===== src/rtl/mac_stop_pkg.sv =====
// Shared types for the matrix-core stop/sequencer: FSM state encoding and
// default geometry, plus the address-width helper used to size element addresses.
package mac_stop_pkg;

    typedef enum logic [3:0] {
        S_IDLE,
        S_REQ,
        S_LOAD_A,
        S_LOAD_B,
        S_SEND_DONE,
        S_WAIT_MAC,
        S_WAIT_RES,
        S_RD_REQ,
        S_RD_CAP,
        S_RD_OUT,
        S_FINISH
    } state_t;

    localparam int DEF_M     = 4;
    localparam int DEF_K     = 4;
    localparam int DEF_N     = 4;
    localparam int DEF_DW_IN = 32;

    // A one-entry dimension still needs a 1-bit address port.
    function automatic int addr_w(input int n);
        return (n > 1) ? $clog2(n) : 1;
    endfunction

endpackage


===== src/rtl/mac_stop_seq_idx_cnt.sv =====
// Row/column element counter: column advances first, wrapping to 0 with row+1;
// the last element wraps the whole counter back to (0,0).
module mac_stop_idx_cnt
    import mac_stop_pkg::*;
#(
    parameter int ROWS = DEF_M,
    parameter int COLS = DEF_K,
    parameter int RW   = addr_w(DEF_M),
    parameter int CW   = addr_w(DEF_K)
) (
    input  logic          clk,
    input  logic          resetn,
    input  logic          clr,
    input  logic          adv,
    output logic [RW-1:0] row,
    output logic [CW-1:0] col,
    output logic          last
);

    logic [RW-1:0] row_q, row_d;
    logic [CW-1:0] col_q, col_d;
    logic          row_end;
    logic          col_end;

    assign row_end = (row_q == RW'(ROWS - 1));
    assign col_end = (col_q == CW'(COLS - 1));

    always_comb begin
        row_d = row_q;
        col_d = col_q;
        if (clr) begin
            row_d = '0;
            col_d = '0;
        end else if (adv) begin
            if (col_end) begin
                col_d = '0;
                row_d = row_end ? '0 : row_q + 1'b1;
            end else begin
                col_d = col_q + 1'b1;
            end
        end
    end

    always_ff @(posedge clk or negedge resetn) begin
        if (!resetn) begin
            row_q <= '0;
            col_q <= '0;
        end else begin
            row_q <= row_d;
            col_q <= col_d;
        end
    end

    assign row  = row_q;
    assign col  = col_q;
    assign last = row_end & col_end;

endmodule


===== src/rtl/mac_stop_seq.sv =====
// Job sequencer around an external matrix-multiply core: streams A then B into
// the core's matrix stores, waits for the result, then reads C out row-major.
module mac_stop_seq
    import mac_stop_pkg::*;
#(
    parameter int  M      = DEF_M,
    parameter int  K      = DEF_K,
    parameter int  N      = DEF_N,
    parameter int  DW_IN  = DEF_DW_IN,
    parameter int  DW_OUT = 2 * DW_IN + $clog2(K),
    localparam int AW_M   = addr_w(M),
    localparam int AW_K   = addr_w(K),
    localparam int AW_N   = addr_w(N)
) (
    input  logic              clk,
    input  logic              resetn,
    input  logic              start,
    output logic              busy,
    input  logic              in_val,
    output logic              in_rdy,
    input  logic [DW_IN-1:0]  in_data,
    output logic              out_val,
    input  logic              out_rdy,
    output logic [DW_OUT-1:0] out_data,
    output logic              host2block_val,
    input  logic              host2block_rdy,
    output logic              done_sending_data,
    input  logic              mac_done,
    input  logic              block2host_val,
    output logic              block2host_rdy,
    input  logic              start_reading_result_matrix,
    output logic              done_reading_result_matrix,
    output logic [DW_IN-1:0]  ext_data_in_a,
    output logic [DW_IN-1:0]  ext_data_in_b,
    output logic [AW_M-1:0]   ext_row_addr_a,
    output logic [AW_K-1:0]   ext_col_addr_a,
    output logic [AW_K-1:0]   ext_row_addr_b,
    output logic [AW_N-1:0]   ext_col_addr_b,
    output logic [AW_M-1:0]   ext_row_addr_c,
    output logic [AW_N-1:0]   ext_col_addr_c,
    output logic              ext_matrix_a_we,
    output logic              ext_matrix_b_we,
    output logic              ext_matrix_c_re,
    input  logic [DW_OUT-1:0] ext_data_out_c
);

    state_t            state_q, state_d;
    logic              busy_q, busy_d;
    logic              in_rdy_q, in_rdy_d;
    logic              h2b_val_q, h2b_val_d;
    logic              dsend_q, dsend_d;
    logic              wres_q, wres_d;
    logic              c_re_q, c_re_d;
    logic              out_val_q, out_val_d;
    logic              drd_q, drd_d;
    logic [DW_OUT-1:0] c_q, c_d;

    logic a_beat, b_beat, c_adv;
    logic a_last, b_last, c_last;
    logic clr_a, clr_b, clr_c;

    // A write happens only on an accepted upstream beat in the matching phase.
    assign a_beat = (state_q == S_LOAD_A) & in_rdy_q & in_val;
    assign b_beat = (state_q == S_LOAD_B) & in_rdy_q & in_val;
    assign c_adv  = (state_q == S_RD_OUT) & out_rdy;

    assign clr_a = ((state_q == S_REQ) & host2block_rdy) | (state_q == S_FINISH);
    assign clr_b = (a_beat & a_last) | (state_q == S_FINISH);
    assign clr_c = ((state_q == S_WAIT_RES) & start_reading_result_matrix)
                 | (state_q == S_FINISH);

    mac_stop_idx_cnt #(.ROWS(M), .COLS(K), .RW(AW_M), .CW(AW_K)) u_cnt_a (
        .clk(clk), .resetn(resetn), .clr(clr_a), .adv(a_beat),
        .row(ext_row_addr_a), .col(ext_col_addr_a), .last(a_last)
    );

    mac_stop_idx_cnt #(.ROWS(K), .COLS(N), .RW(AW_K), .CW(AW_N)) u_cnt_b (
        .clk(clk), .resetn(resetn), .clr(clr_b), .adv(b_beat),
        .row(ext_row_addr_b), .col(ext_col_addr_b), .last(b_last)
    );

    mac_stop_idx_cnt #(.ROWS(M), .COLS(N), .RW(AW_M), .CW(AW_N)) u_cnt_c (
        .clk(clk), .resetn(resetn), .clr(clr_c), .adv(c_adv),
        .row(ext_row_addr_c), .col(ext_col_addr_c), .last(c_last)
    );

    always_comb begin
        state_d = state_q;
        c_d     = c_q;
        unique case (state_q)
            S_IDLE:      if (start) state_d = S_REQ;
            S_REQ:       if (host2block_rdy) state_d = S_LOAD_A;
            S_LOAD_A:    if (a_beat && a_last) state_d = S_LOAD_B;
            S_LOAD_B:    if (b_beat && b_last) state_d = S_SEND_DONE;
            S_SEND_DONE: state_d = S_WAIT_MAC;
            S_WAIT_MAC:  if (mac_done) state_d = S_WAIT_RES;
            S_WAIT_RES:  if (start_reading_result_matrix) state_d = S_RD_REQ;
            S_RD_REQ:    state_d = S_RD_CAP;
            S_RD_CAP: begin
                c_d     = ext_data_out_c;
                state_d = S_RD_OUT;
            end
            S_RD_OUT:    if (out_rdy) state_d = c_last ? S_FINISH : S_RD_REQ;
            S_FINISH:    state_d = S_IDLE;
            default:     state_d = S_IDLE;
        endcase

        // Control outputs are decoded from the next state so they are flops.
        busy_d    = (state_d != S_IDLE);
        in_rdy_d  = (state_d == S_LOAD_A) || (state_d == S_LOAD_B);
        h2b_val_d = (state_d == S_REQ);
        dsend_d   = (state_d == S_SEND_DONE);
        wres_d    = (state_d == S_WAIT_RES);
        c_re_d    = (state_d == S_RD_REQ);
        out_val_d = (state_d == S_RD_OUT);
        drd_d     = (state_d == S_FINISH);
    end

    always_ff @(posedge clk or negedge resetn) begin
        if (!resetn) begin
            state_q   <= S_IDLE;
            busy_q    <= 1'b0;
            in_rdy_q  <= 1'b0;
            h2b_val_q <= 1'b0;
            dsend_q   <= 1'b0;
            wres_q    <= 1'b0;
            c_re_q    <= 1'b0;
            out_val_q <= 1'b0;
            drd_q     <= 1'b0;
            c_q       <= '0;
        end else begin
            state_q   <= state_d;
            busy_q    <= busy_d;
            in_rdy_q  <= in_rdy_d;
            h2b_val_q <= h2b_val_d;
            dsend_q   <= dsend_d;
            wres_q    <= wres_d;
            c_re_q    <= c_re_d;
            out_val_q <= out_val_d;
            drd_q     <= drd_d;
            c_q       <= c_d;
        end
    end

    assign busy                       = busy_q;
    assign in_rdy                     = in_rdy_q;
    assign out_val                    = out_val_q;
    assign out_data                   = c_q;
    assign host2block_val             = h2b_val_q;
    assign done_sending_data          = dsend_q;
    assign block2host_rdy             = wres_q & block2host_val;
    assign done_reading_result_matrix = drd_q;
    assign ext_matrix_a_we            = a_beat;
    assign ext_matrix_b_we            = b_beat;
    assign ext_matrix_c_re            = c_re_q;
    assign ext_data_in_a              = a_beat ? in_data : '0;
    assign ext_data_in_b              = b_beat ? in_data : '0;

endmodule

===== config.mk =====
export PLATFORM = sky130hd
export DESIGN_NAME = mac_stop_seq
export DESIGN_NICKNAME = d
export VERILOG_FILES = /design/src/rtl/mac_stop_pkg.sv /design/src/rtl/mac_stop_seq_idx_cnt.sv /design/src/rtl/mac_stop_seq.sv
export SDC_FILE = /design/constraint.sdc
export NUM_CORES = 1
export LEC_CHECK = 0
export ABC_AREA = 1
export CORE_ASPECT_RATIO = 0.5
export CORE_MARGIN = 10
export CORE_UTILIZATION = 35
export DETAILED_ROUTE_END_ITERATION = 12
export GPL_TIMING_DRIVEN = 0
export PLACE_DENSITY = 0.74
export SETUP_SLACK_MARGIN = 0.5
export SKIP_LAST_GASP = 1
export SYNTH_ARGS = -nofsm -noshare
export SYNTH_HDL_FRONTEND = slang
export SYNTH_HIERARCHICAL = 1
export SYNTH_SLANG_ARGS = --single-unit

===== constraint.sdc =====
create_clock -name clk -period 2 [get_ports clk]
set_clock_uncertainty 0.15 [all_clocks]
set_input_delay 0.4 -clock clk [delete_from_list [all_inputs] [get_ports clk]]
set_output_delay 0.4 -clock clk [all_outputs]
set_load 0.01 [all_outputs]

# After elaboration in Yosys (flattened, before gate mapping)
# Index checks and enable logic that the tools add are counted.
# word_totals
n_memories	0
latch_bits	0
reg_bits	90
output_inout_bits	152
rom_bits	0
mem_bits_rw	0
# op_classes
n_lt_le_gt_ge	0
n_mux	32
div_mod_pow	0
multipliers	0
n_reduce_logical	14
bitwise	15
eq_ne	24
shifts	0
add_sub_neg	6
# op_table
op	count
2-to-1 mux 32 bit	2
2-to-1 mux 2 bit	21
one-hot mux 4 bit (10 select lines)	1
2-to-1 mux 4 bit	8
equality test 4 x 3 -> 1 bit (second input constant)	7
equality test 4 bit (second input constant)	5
equality test 4 x 2 -> 1 bit (second input constant)	4
adder 2 x 1 -> 2 bit (second input constant)	6
AND 1 bit	12
equality test 2 bit (second input constant)	6
nonzero test 2 bit	6
equality test 4 x 1 -> 1 bit (second input constant)	2
AND reduction 2 bit	3
zero test 4 bit	1
nonzero test 4 bit	1
bitwise OR 1 bit	3
logical AND 1 bit	2
logical OR 1 bit	1

# Logic depth before layout (Yosys ltp)
# depth
ltp_word	8
ltp_mapped	12

# Modules after synthesis
# Netlist, hierarchy kept.
# by_module_without_submodules
module	cells_each	area_each_um2	instances
mac_stop_seq	482	3590.9	1
mac_stop_idx_cnt	26	215.2	3

# Least setup slack after synthesis
# No wires, ideal clock.
# synth_path
path_type	register to output
from	register state_q[3]
to	output ext_data_in_a[22]
required_time_ns	1.450
path_stages_with_launch	5
arrival_time_ns	1.129
n_path_buf	1
path_slack_ns	0.321
cell_sequence	dfrtp_1 -> nor2_1 -> nand3_2 -> buf_1 -> nor2_1
# synth_via
elab_chain_len	4
# synth_rtl
item	line_no	text
from (decl)	mac_stop_seq.sv:47	state_t state_q, state_d;
from (signal assigned)	mac_stop_seq.sv:132	state_q <= state_d;
equality test 4 x 2 -> 1 bit	mac_stop_seq.sv:63	assign a_beat = (state_q == S_LOAD_A) & in_rdy_q & in_val;
AND 1 bit (2 in series)	mac_stop_seq.sv:63	
2-to-1 mux 32 bit	mac_stop_seq.sv:156	assign ext_data_in_a = a_beat ? in_data : '0;
to (decl)	mac_stop_seq.sv:33	output logic [DW_IN-1:0] ext_data_in_a,
# No other way between the ends.

# Final worst setup path
# layout_path
from	register state_q[1]
to	output ext_data_in_b[15]
# layout_via
elab_chain_len	4
# layout_rtl
item	line_no	text
equality test 4 x 2 -> 1 bit	mac_stop_seq.sv:64	assign b_beat = (state_q == S_LOAD_B) & in_rdy_q & in_val;
AND 1 bit (2 in series)	mac_stop_seq.sv:64	
2-to-1 mux 32 bit	mac_stop_seq.sv:157	assign ext_data_in_b = b_beat ? in_data : '0;
to (decl)	mac_stop_seq.sv:34	output logic [DW_IN-1:0] ext_data_in_b,
# No other way between the ends.

==> key figures <==
Floorplanning
  – Core area: around 12000 um2
  – Die area: 17170 um2
  – Starting Density: between 30% and 40%
  – Overall die width: between 150 and 200 um
  – Top Ports: roughly 260
  – Placement row count: 28
  – Die height: ~100 um

STA
  – RSZ-0062 raised after global routing: true
  – Final setup fails: 66
  – Slew HR: 71.21%
  – Max-slew violations: 0
  – Setup ws final: -0.1863 ns
  – Worst-Margin Slew: roughly 0.43 ns
  – Fmax achieved: 457.4 MHz
  – Setup TNS Final: -9.611 ns
  – Period utilization: 109.3%
  – Min cycle time layout: around 2.2 ns
  – Final hold slack: 0.3258 ns
  – Final Hold Violating Endpoints: 0

Hold path
  – Hold Path Stages: 2
  – Worst Hold Launch: out_data[65]
  – WHS Endpoint: out_data[65]
  – Worst min-delay path category: register to register

Cells and area
  – Nets: around 1000
  – FILL cells: just under 900
  – Final Instance Count excl. Fillers: 1063
  – Final Cell Area: a little under 9000 um2
  – Finished Core Util: around 74%
  – Register Area: between 2000 and 2500 um2
  – Fraction of final layout cells sized beyond drive strength 1: ~51%
  – N_diodes: 0
  – Multi-input logic area: approximately 2500 um2
  – Area growth, synth to finish: 106.4%

Yosys
  – Post-synthesis compound-gate area fraction: less than 1%
  – Post-Synth XOR/XNOR Area: 0%
  – Synth Register Bits: 90
  – Syn nets: 673
  – Synth cell types: 21
  – Post-synth EDFFs: 0
  – Yosys top cell by area: dfrtp_1
  – Cell count after synthesis: 560
  – Avg Inst Size Synth: 7.565 um2
  – Mux cell area share after synthesis: 0%
  – Main combinational cell family by area after synthesis: simple AND/OR/NAND/NOR gates
  – Share of the synthesized area in the top cell type: approximately 53%
  – Sequential cell area fraction in the yosys report: around 53%
  – Main flop type after synthesis: dfrtp_1
  – Ys async rst share: 100.0%
  – Adder-cell share of the synthesized area: 1.772%
  – Synth area leaders: dfrtp_1 53%, nand2_1 21%, nor2_1 7.5%, inv_1 4.8%, nand3_1 3.9%
  – Mapped Area: 4237 um2
  – Post-Synth Simple-Gate Area: 36.12%
  – Syn. warnings: 6

Clock network
  – CTS H-tree lvls: 3
  – CTS tree: built
  – Clk buf depth: 2
  – Number of CTS-inserted buffers: 9
  – Clock slew at reported path FFs: roughly 0.06 ns
  – Clock sinks: 90
  – Worst skew pair latency: around 0.34 ns
  – CTS root buf: clkbuf_16

Worst setup path
  – FF-to-FF path depth: 11
  – Worst-path fanout max: 8
  – CP arrival: around 1.6 ns
  – Kind of critical path: register to output port
  – RR Endpoint: out_data[17]
  – Worst setup EP type: output port
  – CP Launch Type: register
  – Register-to-register setup slack: about 0.03 ns
  – Worst Path Required: roughly 1.5 ns
  – RR Startpoint: state_q[0]

Outcome
  – Failing checks: setup timing
  – Status: finished, violations left

Power and ir drop
  – Cell Pwr Density: a little under 700 nW/um2
  – Leak: around 4.1 nW
  – VDD IR max: approximately 0.00045 V
  – Overall Power: about 6.0 mW

Drt
  – Initial DRT Pass Iterations: 4
  – WL per Instance: ~18 um
  – Vias per cell: about 4.6
  – Routed Antenna Nets: 0
  – Final WL: ~19000 um
  – Starting DRC count in detailed routing: 242
  – DRC: 0
  – DR vias: around 4800

Global route
  – First-pass GRT wire length: around 26000 um
  – Number of global-route vias before repair: roughly 4600
  – Total gr overflow: 0
  – Initial antenna violation count: 0
  – Total GRT Usage: between 15 and 20%
  – Largest net degree at the start of global routing: 48

Flow run
  – Max_cap viols: 0

Placed design
  – Placement Cell Area: 7305 um2
  – Placed insts: 984
  – Final HPWL DP: around 13000 um
  – Final RePlAce weighted congestion: 0.8274
  – Port Buffers: about 260
  – Worst slack, placed: -0.7477 ns
[worst max path at each step]
stage                     startpoint                 to
after floorplan           state_q[3]   ext_data_in_b[6]
after global placement        resetn       out_data[12]
after detailed placement      in_val  ext_data_in_a[30]
after CTS                 state_q[3]  ext_data_in_a[30]
after global routing      state_q[1]  ext_data_in_b[15]
final                     state_q[1]  ext_data_in_b[15]
[state kept, by name, summed over array words and instances, names as in the netlist, 2 cells and up]
name,flops
u_cnt_a/row,2
u_cnt_a/col,2
u_cnt_c/row,2
out_data,66
u_cnt_b/col,2
u_cnt_b/row,2
state_q,4
u_cnt_c/col,2
[synthesized netlist by cell type, types with 3 or more instances]
cell type / number
clkbuf_1: 4
buf_2: 12
nand3_1: 33
nand2_1: 235
nor2_1: 85
ha_1: 6
o21ai_0: 3
inv_1: 54
nor2_4: 3
inv_2: 8
nor2_2: 3
inv_4: 3
nand3_2: 5
buf_1: 3
dfrtp_1: 90
nand2_2: 7
[logic make-up after synthesis]
logic type | after synthesis
and+or+nand+nor | 374
DFF | 90
buffers and inverters | 86
adders and majority gates | 6
AOI/OAI and AO/OA | 4
[layout by cell type (no fill, tap or decap), drive strengths merged]
cell	synthesis	layout
clkdlybuf4s50	0	103
dfrtp	90	90
dlygate4sd2	0	2
nand4	2	2
inv	65	66
buf	17	217
clkdlybuf4s15	0	10
ha	6	6
nor2	91	91
clkinv	0	5
dlygate4sd3	0	1
nor3	1	1
nand3	38	38
o211ai	1	1
o21ai	3	3
nand2	242	242
bufinv	0	1
clkbuf	4	19
[where the power goes]
group	switching, mW	leakage, nW	internal [mW]
Combinational	1.18	3.10	1.15
Sequential	0.0598	0.895	1.91
Clock	0.721	0.149	0.966
[per-layer routing]
layer	up-vias	part of all wire [%]	GRT usage, %
met4	0	1.4	3.692
met3	21	5.5	4.650
li1	2351	-	-
met5	-	0	0
met1	2316	39	19.87
met2	158	54	34.95
[worst max-delay path, cell delays in order, from the launching register on]
cell and delay [ns]:
dfrtp_2 0.40, buf_6 0.12, nand2_4 0.05, nor2_4 0.18, nand2_8 0.13, clkbuf_16 0.19
nor2_2 0.08, buf_2 0.14
[cell type report]
type / count / area share (%)
Buffer: 21 / 3.735
Clock buffer: 9 / 2.576
Clock inverter: 7 / 0.7728
Inverter: 65 / 3.191
Multi-Input combinational cell: 384 / 28.09
Sequential cell: 90 / 25.79
Tap cell: 165 / 2.361
Timing Repair Buffer: 322 / 33.49
[what timing repair did]
action,in CTS,in global routing
pin swaps,7,62
hold buffers,1,0
gates cloned,3,11
setup endpoints to repair,231,208
hold endpoints to repair,43,0
buffers inserted,25,23
gates resized for setup,627,295
No activity file was read; power rests on OpenSTA's default activity.
